<file path="config.mk">
export PLATFORM = sky130hd
export DESIGN_NAME = pccard_cfg_ctrl
export DESIGN_NICKNAME = d
export VERILOG_FILES = /design/src/rtl/pccard_cfg_ctrl.sv
export SDC_FILE = /design/constraint.sdc
export NUM_CORES = 1
export LEC_CHECK = 0
export CORE_MARGIN = 1.5
export CORE_UTILIZATION = 44
export DETAILED_ROUTE_END_ITERATION = 12
export DONT_BUFFER_PORTS = 1
export MAX_ROUTING_LAYER = met4
export PLACE_DENSITY = 0.66
export SLEW_MARGIN = 30
export SYNTH_ARGS = -nofsm -noshare
export SYNTH_HDL_FRONTEND = slang
export SYNTH_SLANG_ARGS = --single-unit
</file>
<file path="constraint.sdc">
create_clock -name clk -period 4.3 [get_ports clk]
set_input_delay 0.43 -clock clk [delete_from_list [all_inputs] [get_ports clk]]
set_output_delay 0.43 -clock clk [all_outputs]
set_load 0.01 [all_outputs]
</file>
<file path="src/rtl/pccard_cfg_ctrl.sv">
// PC Card 16-bit front end: serves CIS from a synchronous ROM, holds COR/CCSR/SCR,
// gates and strobes the I/O window into the function core and drives cc_ireq.
module pccard_cfg_ctrl #(
    parameter int          CIS_AW      = 8,
    parameter logic [25:0] CFG_BASE    = 26'h200,
    parameter int          IO_AW       = 5,
    parameter int          PULSE_WIDTH = 8,
    parameter int          SRESET_HOLD = 16
) (
    input  logic              clk,
    input  logic              reset_n,
    input  logic [25:0]       addr,
    input  logic [15:0]       data_in,
    output logic [15:0]       data_out,
    output logic              data_oe,
    input  logic              cc_reg,
    input  logic              cc_iord,
    input  logic              cc_iowr,
    input  logic              cc_oe,
    input  logic              cc_we,
    input  logic              cc_ce1,
    input  logic              cc_ce2,
    output logic              cc_ireq,
    output logic [CIS_AW-1:0] cis_addr,
    input  logic [7:0]        cis_data,
    input  logic              card_int,
    output logic              func_reset,
    output logic              io_active,
    output logic [IO_AW-1:0]  io_addr,
    output logic [15:0]       io_wdata,
    output logic              io_rd_stb,
    output logic              io_wr_stb,
    input  logic [15:0]       io_rdata
);

    localparam int PW = $clog2(PULSE_WIDTH + 1);
    localparam int SW = $clog2(SRESET_HOLD + 1);

    typedef enum logic [2:0] {RK_CIS, RK_ZERO, RK_COR, RK_CCSR, RK_SCR} rkind_e;

    logic              oe_q, we_q, iord_q, iowr_q, int_q;
    logic [7:0]        cor_q, cor_d, scr_q, scr_d;
    logic              pwrdwn_q, pwrdwn_d, intr_q, intr_d;
    logic [PW-1:0]     pcnt_q, pcnt_d;
    logic [SW-1:0]     scnt_q, scnt_d;
    logic              fr_q, fr_d, ireq_q, ireq_d;
    logic              rd1_q, rd2_q, iord2_q;
    rkind_e            kind, kind1_q, kind2_q;
    logic [15:0]       dout_q, dout_d, rd_val;
    logic              doe_q, doe_d, src_io_q, src_io_d;
    logic [CIS_AW-1:0] cis_addr_q;
    logic [IO_AW-1:0]  io_addr_q;
    logic [15:0]       io_wdata_q;
    logic              io_rd_q, io_wr_q;

    logic sel, attr_rd, attr_wr, io_rd, io_wr, io_ok, gate, int_rise, srst_wr;
    logic is_cor, is_ccsr, is_scr, hold;
    logic [7:0] ccsr_rd;

    assign sel      = cc_reg & (cc_ce1 | cc_ce2);
    assign attr_rd  = sel & cc_oe & ~oe_q;
    assign attr_wr  = sel & cc_we & ~we_q;
    assign io_active = |cor_q[5:0];
    // Attribute accesses take priority; an I/O strobe in the same cycle is dropped.
    assign io_ok    = io_active & ~fr_q & ~attr_rd & ~attr_wr;
    assign io_rd    = sel & cc_iord & ~iord_q & io_ok;
    assign io_wr    = sel & cc_iowr & ~iowr_q & io_ok;
    assign gate     = io_active & ~fr_q;
    assign int_rise = card_int & ~int_q;

    assign is_cor  = (addr == CFG_BASE);
    assign is_ccsr = (addr == CFG_BASE + 26'd2);
    assign is_scr  = (addr == CFG_BASE + 26'd4);
    assign srst_wr = attr_wr & is_cor & data_in[7];
    assign ccsr_rd = {5'b0, pwrdwn_q, (cor_q[6] ? int_q : intr_q), 1'b0};

    always_comb begin
        kind = RK_CIS;
        if (addr[0])      kind = RK_ZERO;
        else if (is_cor)  kind = RK_COR;
        else if (is_ccsr) kind = RK_CCSR;
        else if (is_scr)  kind = RK_SCR;
    end

    always_comb begin
        cor_d    = cor_q;
        scr_d    = scr_q;
        pwrdwn_d = pwrdwn_q;
        intr_d   = intr_q;
        if (attr_wr) begin
            if (is_cor) begin
                cor_d = data_in[7:0];
                if (data_in[7]) begin
                    cor_d    = 8'h80;
                    scr_d    = 8'h00;
                    pwrdwn_d = 1'b0;
                    intr_d   = 1'b0;
                end
            end else if (is_ccsr) begin
                pwrdwn_d = data_in[2];
                if (data_in[1]) intr_d = 1'b0;
            end else if (is_scr) begin
                scr_d = data_in[7:0];
            end
        end
        // Set beats a same-cycle clear of the sticky Intr bit.
        if (~cor_q[6] & int_rise & ~fr_q & ~srst_wr) intr_d = 1'b1;

        pcnt_d = pcnt_q;
        if (srst_wr || cor_d[6] || !gate) pcnt_d = '0;
        else if (int_rise && pcnt_q == '0) pcnt_d = PW'(PULSE_WIDTH);
        else if (pcnt_q != '0)             pcnt_d = pcnt_q - 1'b1;
        ireq_d = gate & ~srst_wr & (cor_d[6] ? card_int : (pcnt_d != '0));

        scnt_d = scnt_q;
        if (cor_d[7])           scnt_d = SW'(SRESET_HOLD);
        else if (scnt_q != '0)  scnt_d = scnt_q - 1'b1;
        fr_d = cor_d[7] | (scnt_q != '0);
    end

    always_comb begin
        case (kind2_q)
            RK_CIS:  rd_val = {8'h00, cis_data};
            RK_COR:  rd_val = {8'h00, cor_q};
            RK_CCSR: rd_val = {8'h00, ccsr_rd};
            RK_SCR:  rd_val = {8'h00, scr_q};
            default: rd_val = 16'h0000;
        endcase
        hold     = src_io_q ? cc_iord : cc_oe;
        dout_d   = dout_q;
        doe_d    = doe_q;
        src_io_d = src_io_q;
        if (rd2_q) begin
            dout_d = rd_val;  doe_d = 1'b1; src_io_d = 1'b0;
        end else if (iord2_q) begin
            dout_d = io_rdata; doe_d = 1'b1; src_io_d = 1'b1;
        end else if (doe_q && !hold) begin
            dout_d = 16'h0000; doe_d = 1'b0;
        end
    end

    always_ff @(posedge clk or negedge reset_n) begin
        if (!reset_n) begin
            oe_q <= 1'b0; we_q <= 1'b0; iord_q <= 1'b0; iowr_q <= 1'b0; int_q <= 1'b0;
            cor_q <= '0; scr_q <= '0; pwrdwn_q <= 1'b0; intr_q <= 1'b0;
            pcnt_q <= '0; scnt_q <= SW'(SRESET_HOLD); fr_q <= 1'b1; ireq_q <= 1'b0;
            rd1_q <= 1'b0; rd2_q <= 1'b0; iord2_q <= 1'b0;
            kind1_q <= RK_CIS; kind2_q <= RK_CIS;
            dout_q <= '0; doe_q <= 1'b0; src_io_q <= 1'b0;
            cis_addr_q <= '0; io_addr_q <= '0; io_wdata_q <= '0;
            io_rd_q <= 1'b0; io_wr_q <= 1'b0;
        end else begin
            oe_q <= cc_oe; we_q <= cc_we; iord_q <= cc_iord; iowr_q <= cc_iowr; int_q <= card_int;
            cor_q <= cor_d; scr_q <= scr_d; pwrdwn_q <= pwrdwn_d; intr_q <= intr_d;
            pcnt_q <= pcnt_d; scnt_q <= scnt_d; fr_q <= fr_d; ireq_q <= ireq_d;
            rd1_q <= attr_rd; rd2_q <= rd1_q; iord2_q <= io_rd_q;
            kind1_q <= kind; kind2_q <= kind1_q;
            dout_q <= dout_d; doe_q <= doe_d; src_io_q <= src_io_d;
            if (attr_rd) cis_addr_q <= addr[CIS_AW:1];
            if (io_rd | io_wr) begin
                io_addr_q  <= addr[IO_AW-1:0];
                io_wdata_q <= data_in;
            end
            io_rd_q <= io_rd; io_wr_q <= io_wr;
        end
    end

    assign data_out   = dout_q;
    assign data_oe    = doe_q;
    assign cc_ireq    = ireq_q;
    assign cis_addr   = cis_addr_q;
    assign func_reset = fr_q;
    assign io_addr    = io_addr_q;
    assign io_wdata   = io_wdata_q;
    assign io_rd_stb  = io_rd_q;
    assign io_wr_stb  = io_wr_q;

endmodule
</file>
==> out/results.ini <==
[status]
outcome = complete, no violations

[drt]
ant_nets = 0
drcViolationCount = 0
vias_per_cell = 5.86
finalWirelength_mm = 8.41
vias = 2555
first_pass_iters = 6
wl_per_cell_um = 19.3
drtIter0Drc = 132

[setup_path]
crit_fanout = 21
crit_type = register to register
r2r_slack_ns = 2.25
required_ns = 4.54
reg2regPathDepth = 4
endpoint_kind = register
critPathLaunchType = register
worstPathArrival_ns = 2.29

[sta]
max_freq_ghz = 0.488
timing.final.crit_period_ns = 2.05
holdWs_ns = 0.0969
setup_violations = 0
skew_ns = 0.00833
period_share_pct = 47.6
slew_violations = 0
rsz0062_at_grt = no
hold_viol_final = 0
finalSetupTns_ns = 0
max_slew.worst_pin.slew_ns = 0.822
layout_setup_ws_ns = 2.25
slew_headroom_pct = 45.0

[synthesis]
yosysTopAreaCell = dfrtp_1
ys_ff_latch = 92
synth_area_per_cell_sq_um = 12.1
synthXorXnorAreaFrac_pct = 0.679
synth_warnings = 0
syn_nets = 398
synth_compound_area_share_pct = 13.0
synthArstFlopShare_pct = 100
yosys.cell_count.top_type = dfrtp_1
ys_seq_area_share_pct = 59.6
syn_area_sq_um = 3870
synth_cell_types = 48
synth_top_family_by_area = compound AO/OA/AOI/OAI gates
synth_edf_count = 0
ys.flop_type = dfrtp_1
synth_top_area_share_pct = 58.2
yosys.area_share.simple_pct = 12.2
netlist_instances = 320
synthMuxAreaShare_pct = 11.0
yosys-top-cells-count = dfrtp_1, mux2_2, nand2_1
synthTopCellsByArea = dfrtp_1, mux2_2, a22o_1
synth_fa_ha_area_share_pct = 0.647

[power_and_ir_drop]
p_leak_nw = 1.96
switching_share_pct = 24.7
power_switching_w = 0.000395
peakVddDrop_mv = 0.217
clkPwrFrac_pct = 37.6
power_frac_comb_pct = 4.6
internal-power_w = 0.00120
p_seq_share_pct = 57.8
power_density_nw_per_um2 = 379

[clock_tree]
clock_path_buffers = 2
cts-buffers-inserted = 9
htree_levels = 3
cts_setup_buffers = 0
insertion_delay_ns = 0.35
clkSlewWorstSetupHoldPaths_ns = 0.10
cts-root-buf = clkbuf_8
cts_tree = built
cts_num_sinks = 92

[floorplan]
rows = 34
die_h_um = 96.8
ios = 127
die_area_sq_um = 9360
fp.dieW_um = 96.8
coreArea_sq_um = 8640
start_util_pct = 44.8

[cells_and_area]
synthToLayoutAreaGrowth_pct = 9.06
multi_input_area_sq_um = 1460
fin_util_pct = 48.8
final_cell_area_sq_um = 4220
fin_nets = 401
num-fill-cells = 779
ff_latch_area_sq_um = 2300
antennaDiodeCount = 0
drive_gt1_share_pct = 18.6

[grt]
grt_pass1_wl_mm = 13.7
grt_max_degree = 93
grt_pass1_vias = 2663
grt_overflow = 0
grt_antenna_before_repair = 0
globalRouteTotalUtil_pct = 19.0

[place]
placed_cell_area_sq_um = 3970
gp_congestion = 0.809
dp_hpwl_mm = 6.00
dpl_worst_slack_ns = 1.97
portBuffers = 0

[worst_hold_path]
hold_depth = 0
hold_path_class = input pin to register

[run]
maxCapViolCount = 0

## state kept, by name, summed over array words and instances, names as in the netlist, 3 cells and up
| name | flops |
|---|---|
| cis_addr | 8 |
| cor_q | 8 |
| data_out | 16 |
| io_addr | 5 |
| io_wdata | 16 |
| kind1_q | 3 |
| kind2_q | 3 |
| pcnt_q | 4 |
| scnt_q | 5 |
| scr_q | 8 |
## final cells by class
| type | instances | area share [%] |
|---|---|---|
| clock inverters | 7 | 1.93 |
| repair buffers | 3 | 1.07 |
| multi-input cells | 200 | 34.7 |
| flip-flops and latches | 92 | 54.6 |
| well taps | 108 | 3.20 |
| clock buffers | 9 | 2.94 |
| inverters | 17 | 1.51 |
## worst max-delay path, stage by stage, from the launching register on
cell and delay, ns:
dfrtp_1 0.38, nor2_1 0.07, a31oi_1 0.40, nand3_2 0.59, mux2_2 0.48
## timing repair
action | 4_1_cts | 5_1_grt
endpoints found under the setup margin | 0 | 0
hold endpoints to repair | 92 | 0
gates resized for setup | 0 | 0
hold buffers | 2 | 0
## metal layers
metal,GRT usage (%),vias to the layer above,wire length (um)
met5,-,-,0
met4,6.02,0,87
met3,5.13,11,663
met2,28.0,114,3880
met1,25.9,1252,3770
li1,-,1178,-
## final timing paths
kind                       startpoint            to
max                          cor_q[4]  io_wdata[15]
min                           cc_iord        iord_q
max reg2reg                  cor_q[4]  io_wdata[15]
min reg2reg                kind1_q[2]    kind2_q[2]
max in group asynchronous     reset_n    func_reset
min in group asynchronous     reset_n   data_out[7]
## stage by stage
step                instances  power [W]
floorplan                 320   0.000982
global placement          418   0.000993
detailed placement        418   0.000997
CTS                       436    0.00162
global route              436    0.00168
finish                    436    0.00160
## cell usage in the layout (no fill, tap or decap), types with 3 or more instances in the layout
| cell type | Yosys | layout |
|---|---|---|
| a222oi_1 | 6 | 6 |
| nor4_1 | 3 | 3 |
| mux2_2 | 29 | 29 |
| o22ai_1 | 3 | 3 |
| o21ai_0 | 19 | 19 |
| nand2b_1 | 4 | 4 |
| nor4_2 | 3 | 3 |
| nor3b_1 | 4 | 4 |
| clkbuf_8 | 0 | 9 |
| xnor2_1 | 3 | 3 |
| inv_1 | 16 | 16 |
| mux2i_1 | 10 | 10 |
| nor3_1 | 10 | 10 |
| a22o_1 | 16 | 16 |
| nor2_1 | 14 | 14 |
| nand2_1 | 26 | 26 |
| a21oi_1 | 6 | 6 |
| nor2b_1 | 4 | 3 |
| nand3_1 | 6 | 5 |
| inv_6 | 0 | 3 |
| dfrtp_1 | 90 | 90 |
| and3_1 | 3 | 3 |
## power by group through the flow
stage	combinational, W	sequential, W	clock [W]
global route	0.0000842	0.000930	0.000665
finish	0.0000732	0.000925	0.000601
floorplan	0.0000454	0.000936	0
global placement	0.0000512	0.000942	0
detailed placement	0.0000541	0.000943	0
CTS	0.0000750	0.000926	0.000622
## logic make-up after synthesis
kind of cell,after synthesis
AND/OR/NAND/NOR,86
adder cells (fa/ha/maj),2
multiplexers,39
AO/OA/AOI/OAI,70
buffers and inverters,28
XOR/XNOR,3
flip-flops,92
No activity file was read; power rests on OpenSTA's default activity.
